### config.mk
export PLATFORM = sky130hd
export DESIGN_NAME = iiitb_r2_8by4_div
export DESIGN_NICKNAME = d
export VERILOG_FILES = /design/src/rtl/iiitb_r2_8by4_div.sv
export SDC_FILE = /design/constraint.sdc
export NUM_CORES = 1
export LEC_CHECK = 0
export ABC_AREA = 1
export BUFFER_PORTS_ARGS = -buffer_cell sky130_fd_sc_hd__buf_2
export CORE_MARGIN = 10
export CORE_UTILIZATION = 50
export DETAILED_ROUTE_END_ITERATION = 7
export PLACE_DENSITY = 0.73
export SLEW_MARGIN = 40
export SYNTH_ARGS = -nofsm -noshare
export SYNTH_HDL_FRONTEND = slang
export SYNTH_SLANG_ARGS = --single-unit
### constraint.sdc
create_clock -name clk -period 1.7 [get_ports clk]
set_input_delay 0.17 -clock clk [delete_from_list [all_inputs] [get_ports clk]]
set_output_delay 0.17 -clock clk [all_outputs]
set_load 0.01 [all_outputs]
### src/rtl/iiitb_r2_8by4_div.sv
// Sequential radix-2 restoring signed divider: 8-bit dividend / 4-bit divisor.
// Magnitudes are divided over 8 cycles, then signs are applied with overflow saturation.
module iiitb_r2_8by4_div (
    input  logic       clk,
    input  logic       reset,
    input  logic       load,
    input  logic [7:0] N,
    input  logic [3:0] D,
    output logic [7:0] Q,
    output logic [3:0] R,
    output logic       busy,
    output logic       done,
    output logic       dbz,
    output logic       ovf
);

    typedef enum logic [1:0] {
        S_IDLE = 2'd0,
        S_CALC = 2'd1,
        S_FIX  = 2'd2
    } state_t;

    state_t      r_state, state_n;
    logic [7:0]  r_qr,   qr_n;
    logic [3:0]  r_pr,   pr_n;
    logic [3:0]  r_dmag, dmag_n;
    logic        r_sq,   sq_n;
    logic        r_sr,   sr_n;
    logic [3:0]  r_cnt,  cnt_n;
    logic [7:0]  r_q,    q_n;
    logic [3:0]  r_r,    r_n;
    logic        r_done, done_n;
    logic        r_dbz,  dbz_n;
    logic        r_ovf,  ovf_n;

    logic [7:0]  w_nmag;
    logic [3:0]  w_dmag;
    logic [4:0]  w_pr_sh;
    logic        w_ge;
    logic [3:0]  w_pr_sub;
    logic [7:0]  w_qfix;
    logic [3:0]  w_rfix;
    logic        w_ovf;

    assign w_nmag  = N[7] ? (8'd0 - N) : N;
    assign w_dmag  = D[3] ? (4'd0 - D) : D;
    assign w_pr_sh = {r_pr, r_qr[7]};
    assign w_ge    = (w_pr_sh >= {1'b0, r_dmag});
    // When w_ge holds the difference is below |D| <= 8, so the low 4 bits are exact.
    assign w_pr_sub = w_pr_sh[3:0] - r_dmag;
    assign w_qfix  = r_sq ? (8'd0 - r_qr) : r_qr;
    assign w_rfix  = r_sr ? (4'd0 - r_pr) : r_pr;
    assign w_ovf   = ~r_sq & r_qr[7];

    always_ff @(posedge clk) begin
        if (reset) begin
            r_state <= S_IDLE;
            r_qr    <= 8'd0;
            r_pr    <= 4'd0;
            r_dmag  <= 4'd0;
            r_sq    <= 1'b0;
            r_sr    <= 1'b0;
            r_cnt   <= 4'd0;
            r_q     <= 8'd0;
            r_r     <= 4'd0;
            r_done  <= 1'b0;
            r_dbz   <= 1'b0;
            r_ovf   <= 1'b0;
        end else begin
            r_state <= state_n;
            r_qr    <= qr_n;
            r_pr    <= pr_n;
            r_dmag  <= dmag_n;
            r_sq    <= sq_n;
            r_sr    <= sr_n;
            r_cnt   <= cnt_n;
            r_q     <= q_n;
            r_r     <= r_n;
            r_done  <= done_n;
            r_dbz   <= dbz_n;
            r_ovf   <= ovf_n;
        end
    end

    always_comb begin
        state_n = r_state;
        qr_n    = r_qr;
        pr_n    = r_pr;
        dmag_n  = r_dmag;
        sq_n    = r_sq;
        sr_n    = r_sr;
        cnt_n   = r_cnt;
        q_n     = r_q;
        r_n     = r_r;
        done_n  = 1'b0;
        dbz_n   = r_dbz;
        ovf_n   = r_ovf;
        case (r_state)
            S_IDLE: begin
                if (load) begin
                    if (D == 4'd0) begin
                        q_n    = 8'd0;
                        r_n    = 4'd0;
                        dbz_n  = 1'b1;
                        ovf_n  = 1'b0;
                        done_n = 1'b1;
                    end else begin
                        qr_n    = w_nmag;
                        dmag_n  = w_dmag;
                        sq_n    = N[7] ^ D[3];
                        sr_n    = N[7];
                        pr_n    = 4'd0;
                        cnt_n   = 4'd8;
                        state_n = S_CALC;
                    end
                end
            end
            S_CALC: begin
                pr_n = w_ge ? w_pr_sub : w_pr_sh[3:0];
                qr_n = {r_qr[6:0], w_ge};
                cnt_n = r_cnt - 4'd1;
                if (r_cnt == 4'd1) begin
                    state_n = S_FIX;
                end
            end
            S_FIX: begin
                // Only -128 / -1 yields a positive magnitude of 128.
                q_n     = w_ovf ? 8'h7F : w_qfix;
                ovf_n   = w_ovf;
                r_n     = w_rfix;
                dbz_n   = 1'b0;
                done_n  = 1'b1;
                state_n = S_IDLE;
            end
            default: state_n = S_IDLE;
        endcase
    end

    assign Q    = r_q;
    assign R    = r_r;
    assign busy = (r_state != S_IDLE);
    assign done = r_done;
    assign dbz  = r_dbz;
    assign ovf  = r_ovf;

endmodule

== After elaboration in Yosys (flattened, before gate mapping) ==
Cells that the tools add are included.

* Add/sub/neg operators: 6
* Div/mod/pow operators: 0
* Multiply operators: 0
* $lt $le $gt $ge: 1
* Bitwise operators: 4
* Muxes and demuxes: 34
* Shifts and indexed selects: 0
* Equal/unequal tests: 7
* Reductions and logical operators: 9

{| class="wikitable"
|+ Operator list
! cell !! number
|-
| $mux 8 || 7
|-
| $mux 4 || 9
|-
| $pmux 8 s2 || 2
|-
| $pmux 4 s2 || 3
|-
| $sub 1x8->8 const A || 2
|-
| $reduce_and 3->1 || 4
|-
| $ne 2x2->1 const B || 4
|-
| $sub 1x4->4 const A || 2
|-
| $mux 1 || 6
|-
| $mux 2 || 3
|-
| $pmux 1 s2 || 3
|-
| $reduce_bool 2->1 || 3
|-
| $ge 5x4->1 || 1
|-
| $eq 4x1->1 const B || 1
|-
| $logic_not 4->1 || 1
|-
| $pmux 2 s2 || 1
|-
| $sub 4x1->4 const B || 1
|-
| $sub 4x4->4 || 1
|-
| $eq 2x1->1 const B || 1
|-
| $eq 2x2->1 const B || 1
|-
| $logic_not 2->1 || 1
|-
| $not 1->1 || 2
|-
| $and 1x1->1 || 1
|-
| $xor 1x1->1 || 1
|}

* Bits in latches: 0
* Flip-flop bits (word level): 39
* Input port bits: 15
* Memories kept: 0
* Output and inout bits: 16
* Bits in read-only memories: 0
* Word-level logic and storage cells: 73
* Memory bits (writable): 0

== Logic depth before layout (Yosys ltp) ==
* Depth after elaboration: 5
* Gate-level depth with buffers: 10
* Mapped depth without buffers: 10

== Worst setup path after synthesis ==
Ideal clock, no wire load.

* Kind: register to register
* Start: register r_qr[7]
* End: register r_pr[2]
* Setup slack: 0.299 ns
* Stages on the path, launching flop included: 9
* Arrival: 1.269 ns
* Buffers on the path: 0
* Data required time: 1.568 ns
* Path through: dfxtp_1 inv_1 ha_1 inv_1 fa_1 xnor2_1 nand2_1 nand3_1 a21oi_1

* Cells in the longest elaborated chain, start to end: 3

{| class="wikitable"
|+ RTL lines
! element !! line !! RTL
|-
| start, declared || 24 || <nowiki>logic [7:0] r_qr, qr_n;</nowiki>
|-
| start signal, assigned || 71 || <nowiki>r_qr <= qr_n;</nowiki>
|-
| $sub 4x4->4 or $ge 5x4->1 (tied branches) || 50, 48 ||
|-
| $mux 4 * || 119 || <nowiki>pr_n = w_ge ? w_pr_sub : w_pr_sh[3:0];</nowiki>
|-
| $pmux 4 s2 * || 98 || <nowiki>case (r_state)</nowiki>
|-
| end signal, assigned || 72 || <nowiki>r_pr <= pr_n;</nowiki>
|-
| end, declared || 25 || <nowiki>logic [3:0] r_pr, pr_n;</nowiki>
|}

Mark *: on every way between the ends. The rest lies on a longest branch, timed or not.
A chain may end at the register's enable or synchronous reset.

== Worst setup path in the final report ==
* Start: register r_dmag[2]
* End: register r_pr[1]

* Cells in the longest elaborated chain, start to end: 3

{| class="wikitable"
|+ RTL lines
! element !! line !! RTL
|-
| start, declared || 26 || <nowiki>logic [3:0] r_dmag, dmag_n;</nowiki>
|-
| start signal, assigned || 73 || <nowiki>r_dmag <= dmag_n;</nowiki>
|-
| $ge 5x4->1 || 48 || <nowiki>assign w_ge = (w_pr_sh >= {1'b0, r_dmag});</nowiki>
|-
| $mux 4 || 119 ||
|-
| $pmux 4 s2 || 98 ||
|}

No other way between the ends.

==> results.py <==
metrics = {
    "status": {
        "outcome": "finished, final reports clean",
    },
    "pwr": {
        "switching_share": 0.356,
        "pwr-share-seq": 0.447,
        "power.switching_mw": 0.838,
        "ir_drop_uv": 430,
        "leakagePower_nw": 1.12,
        "pwr-share-comb": 0.285,
        "p_clk_frac": 0.269,
        "power.internal_mw": 1.51,
        "power.density_nw_per_um2": 951,
    },
    "finish": {
        "diodes": 0,
        "final_net_count": 376,
        "multi_input_area_um2": 1170,
        "num-fill-cells": 426,
        "seq_area_um2": 781,
        "drive_gt1_frac": 0.160,
        "final_area_um2": 2470,
        "syn_to_final_growth_pct": 12.7,
    },
    "sta": {
        "drv_slew": 0,
        "clock_skew_ns": 0.00717,
        "setup_viol": 0,
        "holdWs_ns": 0.175,
        "fmax_mhz": 652,
        "slew_headroom": 0.716,
        "rsz0062_at_grt": "false",
        "setup_tns_ns": 0,
        "finalHoldViolCount": 0,
        "period_share": 0.902,
        "worst_slew_pin_slew_ns": 0.425,
        "min_period_ns": 1.53,
    },
    "worst_setup_path": {
        "critPathRequiredTime_ns": 1.92,
        "worstRegToRegCells": 9,
        "end_kind": "flip-flop",
        "arrival_ns": 1.76,
        "path_cells": "inv_1, ha_1, a21oi_1, nand2_1, nand2_2, nand2_2, nand2_1, nand3_1, a21oi_1",
        "r2r_start": "r_dmag[2]",
        "critPathMaxFanout": 5,
        "max_stage_delay_ns": 0.35,
        "startpoint_type": "flip-flop",
        "r2r_slack_ns": 0.17,
        "r2r_end": "r_pr[1]",
        "worstSetupPathType": "reg -> reg",
        "worst_path_max_delay_cell": "dfxtp_1",
    },
    "synthesis": {
        "syn_area_um2": 2190,
        "yosysSeqAreaShare": 0.356,
        "synth-adder-area-share": 0.0661,
        "synth_compound_area_frac": 0.158,
        "yosysWarnings": 0,
        "synthMuxAreaShare": 0,
        "syn_inst": 320,
        "synth_xor_area_frac": 0.0120,
        "yosys.area.top_type": "dfxtp_1",
        "syn_avg_cell_area_um2": 6.86,
        "synth_fp_nets": 346,
        "netlist_top_cells_area": "dfxtp_1, nand2_1, nand3_1",
        "synth_top_family_by_area": "simple AND/OR/NAND/NOR gates",
        "yosysTopAreaCellShare": 0.356,
        "synth_seq_cells": 39,
        "synthSimpleGateAreaFrac": 0.296,
        "synth.distinct_cells": 33,
    },
    "drt": {
        "vias_per_cell": 5.22,
        "drc": 0,
        "ant_nets": 0,
        "drt_iter0_drc": 147,
        "dr.pass1.iters": 4,
        "via_count": 2104,
        "detail_route.wl_per_cell_um": 12.9,
        "wirelength_um": 5180,
    },
    "clocking": {
        "path_clk_slew_ns": 0.08,
        "cts_resized": 0,
        "cts_tree": "yes",
        "cts_buffers": 5,
        "clock_latency_ns": 0.30,
        "cts_buffer_depth": 2,
        "cts-root-buf": "clkbuf_8",
        "h-tree-depth": 2,
        "cts_hold_buf": 0,
        "clock_sinks": 39,
        "post_cts_buffers": 0,
    },
    "placement": {
        "gp_congestion": 0.870,
        "postPlaceCellArea_um2": 2380,
        "dp_hpwl_um": 3910,
        "port_buffers": 30,
    },
    "floorplanning": {
        "die_w_um": 86.3,
        "start_util": 0.511,
        "coreArea_um2": 4290,
        "rows": 24,
        "ios": 31,
        "dieArea_um2": 7440,
        "die_y_um": 86.3,
    },
    "worst_hold_path": {
        "hold_depth": 4,
        "worstHoldEndpoint": "r_dmag[3]",
        "hold_class": "in -> reg",
        "min_from": "D[1]",
    },
    "job": {
        "cap_violations": 0,
    },
    "global_routing": {
        "grt-ovfl-total": 0,
        "track_usage": 0.144,
        "grt_pass1_wl_um": 8940,
        "grt_antenna_before_repair": 0,
        "grt_max_degree": 29,
        "grt_pass1_vias": 1951,
    },
}
-- worst max-delay path, delay by kind of cell, from the launching register on --
kind	cells	cell delay (ns)
and+or+nand+nor	5	0.44
AOI/OAI and AO/OA	2	0.29
adders and majority gates	1	0.33
DFF	1	0.35
buffers and inverters	1	0.05
-- kinds of logic after synthesis --
group,after synthesis
simple gates,144
buf+inv,59
flops,39
xor+xnor,3
compound gates,64
fa+ha+maj,11
-- power groups by stage --
stage | combinational, mW | sequential (mW) | clock, mW
2_1_floorplan | 0.519 | 1.05 | 0
3_3_place_gp | 0.640 | 1.07 | 0
3_5_place_dp | 0.653 | 1.07 | 0
4_1_cts | 0.656 | 1.05 | 0.643
5_1_grt | 0.764 | 1.06 | 0.692
6_report | 0.670 | 1.05 | 0.631
-- stage by stage --
stage / util / worst slack [ns] / instances / total power, mW
finish: 0.576 / 0.167 / 403 / 2.35
global route: 0.576 / 0.0171 / 403 / 2.52
CTS: 0.575 / 0.103 / 403 / 2.35
detailed placement: 0.554 / 0.124 / 395 / 1.72
global placement: 0.554 / 0.247 / 395 / 1.71
floorplan: - / 0.299 / 320 / 1.57
-- synth_stat cells (all sizes together) --
cell type	count
nand3b	1
nor3	4
ha	10
or2	1
nand4	6
o21ai	21
o22ai	1
o211ai	5
inv	47
o32ai	1
dfxtp	39
nand3	37
a31oi	4
nand2	68
clkbuf	6
nor3b	1
nor2	26
xor2	2
fa	1
buf	6
a211oi	1
a21oi	30
xnor2	1
o21a	1
-- flip-flops by register name, summed over array words and instances (netlist names) --
register / count
R: 4
Q: 8
r_cnt: 4
r_sq: 1
r_dmag: 4
dbz: 1
r_state: 2
ovf: 1
done: 1
r_sr: 1
r_pr: 4
r_qr: 8
-- final cells by class --
class / count / share of cell area
clock buffer: 5 / 0.0278
clock inverter: 3 / 0.00810
inverter: 47 / 0.0714
multi-input combinational: 222 / 0.475
sequential: 39 / 0.316
tap: 52 / 0.0263
timing repair buffer: 35 / 0.0759
-- worst max path at each step --
stage,from,end,cells after the start
5_1_grt,r_dmag[2],r_pr[1],9
3_5_place_dp,r_dmag[2],r_pr[1],9
4_1_cts,r_dmag[2],r_pr[1],9
6_report,r_dmag[2],r_pr[1],9
2_1_floorplan,r_qr[7],r_pr[2],8
3_3_place_gp,r_qr[7],r_pr[2],8
-- metal layers --
layer	share of wire	GRT usage
met1	0.47	0.181
met2	0.46	0.231
met3	0.052	0.0385
met4	0.017	0.0530
met5	0	0
-- layout by cell type (no fill, tap or decap), drive strengths merged --
cell type,Yosys,layout
o32ai,1,1
nand4,6,6
nor2,26,26
a31oi,4,4
dfxtp,39,39
ha,10,10
inv,47,47
fa,1,1
o21ai,21,21
nand2,68,68
clkbuf,6,5
xor2,2,2
o22ai,1,1
a21oi,30,30
nor3,4,4
nand3b,1,1
a211oi,1,1
xnor2,1,1
o21a,1,1
clkinv,0,1
o211ai,5,5
clkinvlp,0,2
buf,6,35
or2,1,1
nand3,37,37
nor3b,1,1
No activity file was read; power rests on OpenSTA's default activity.
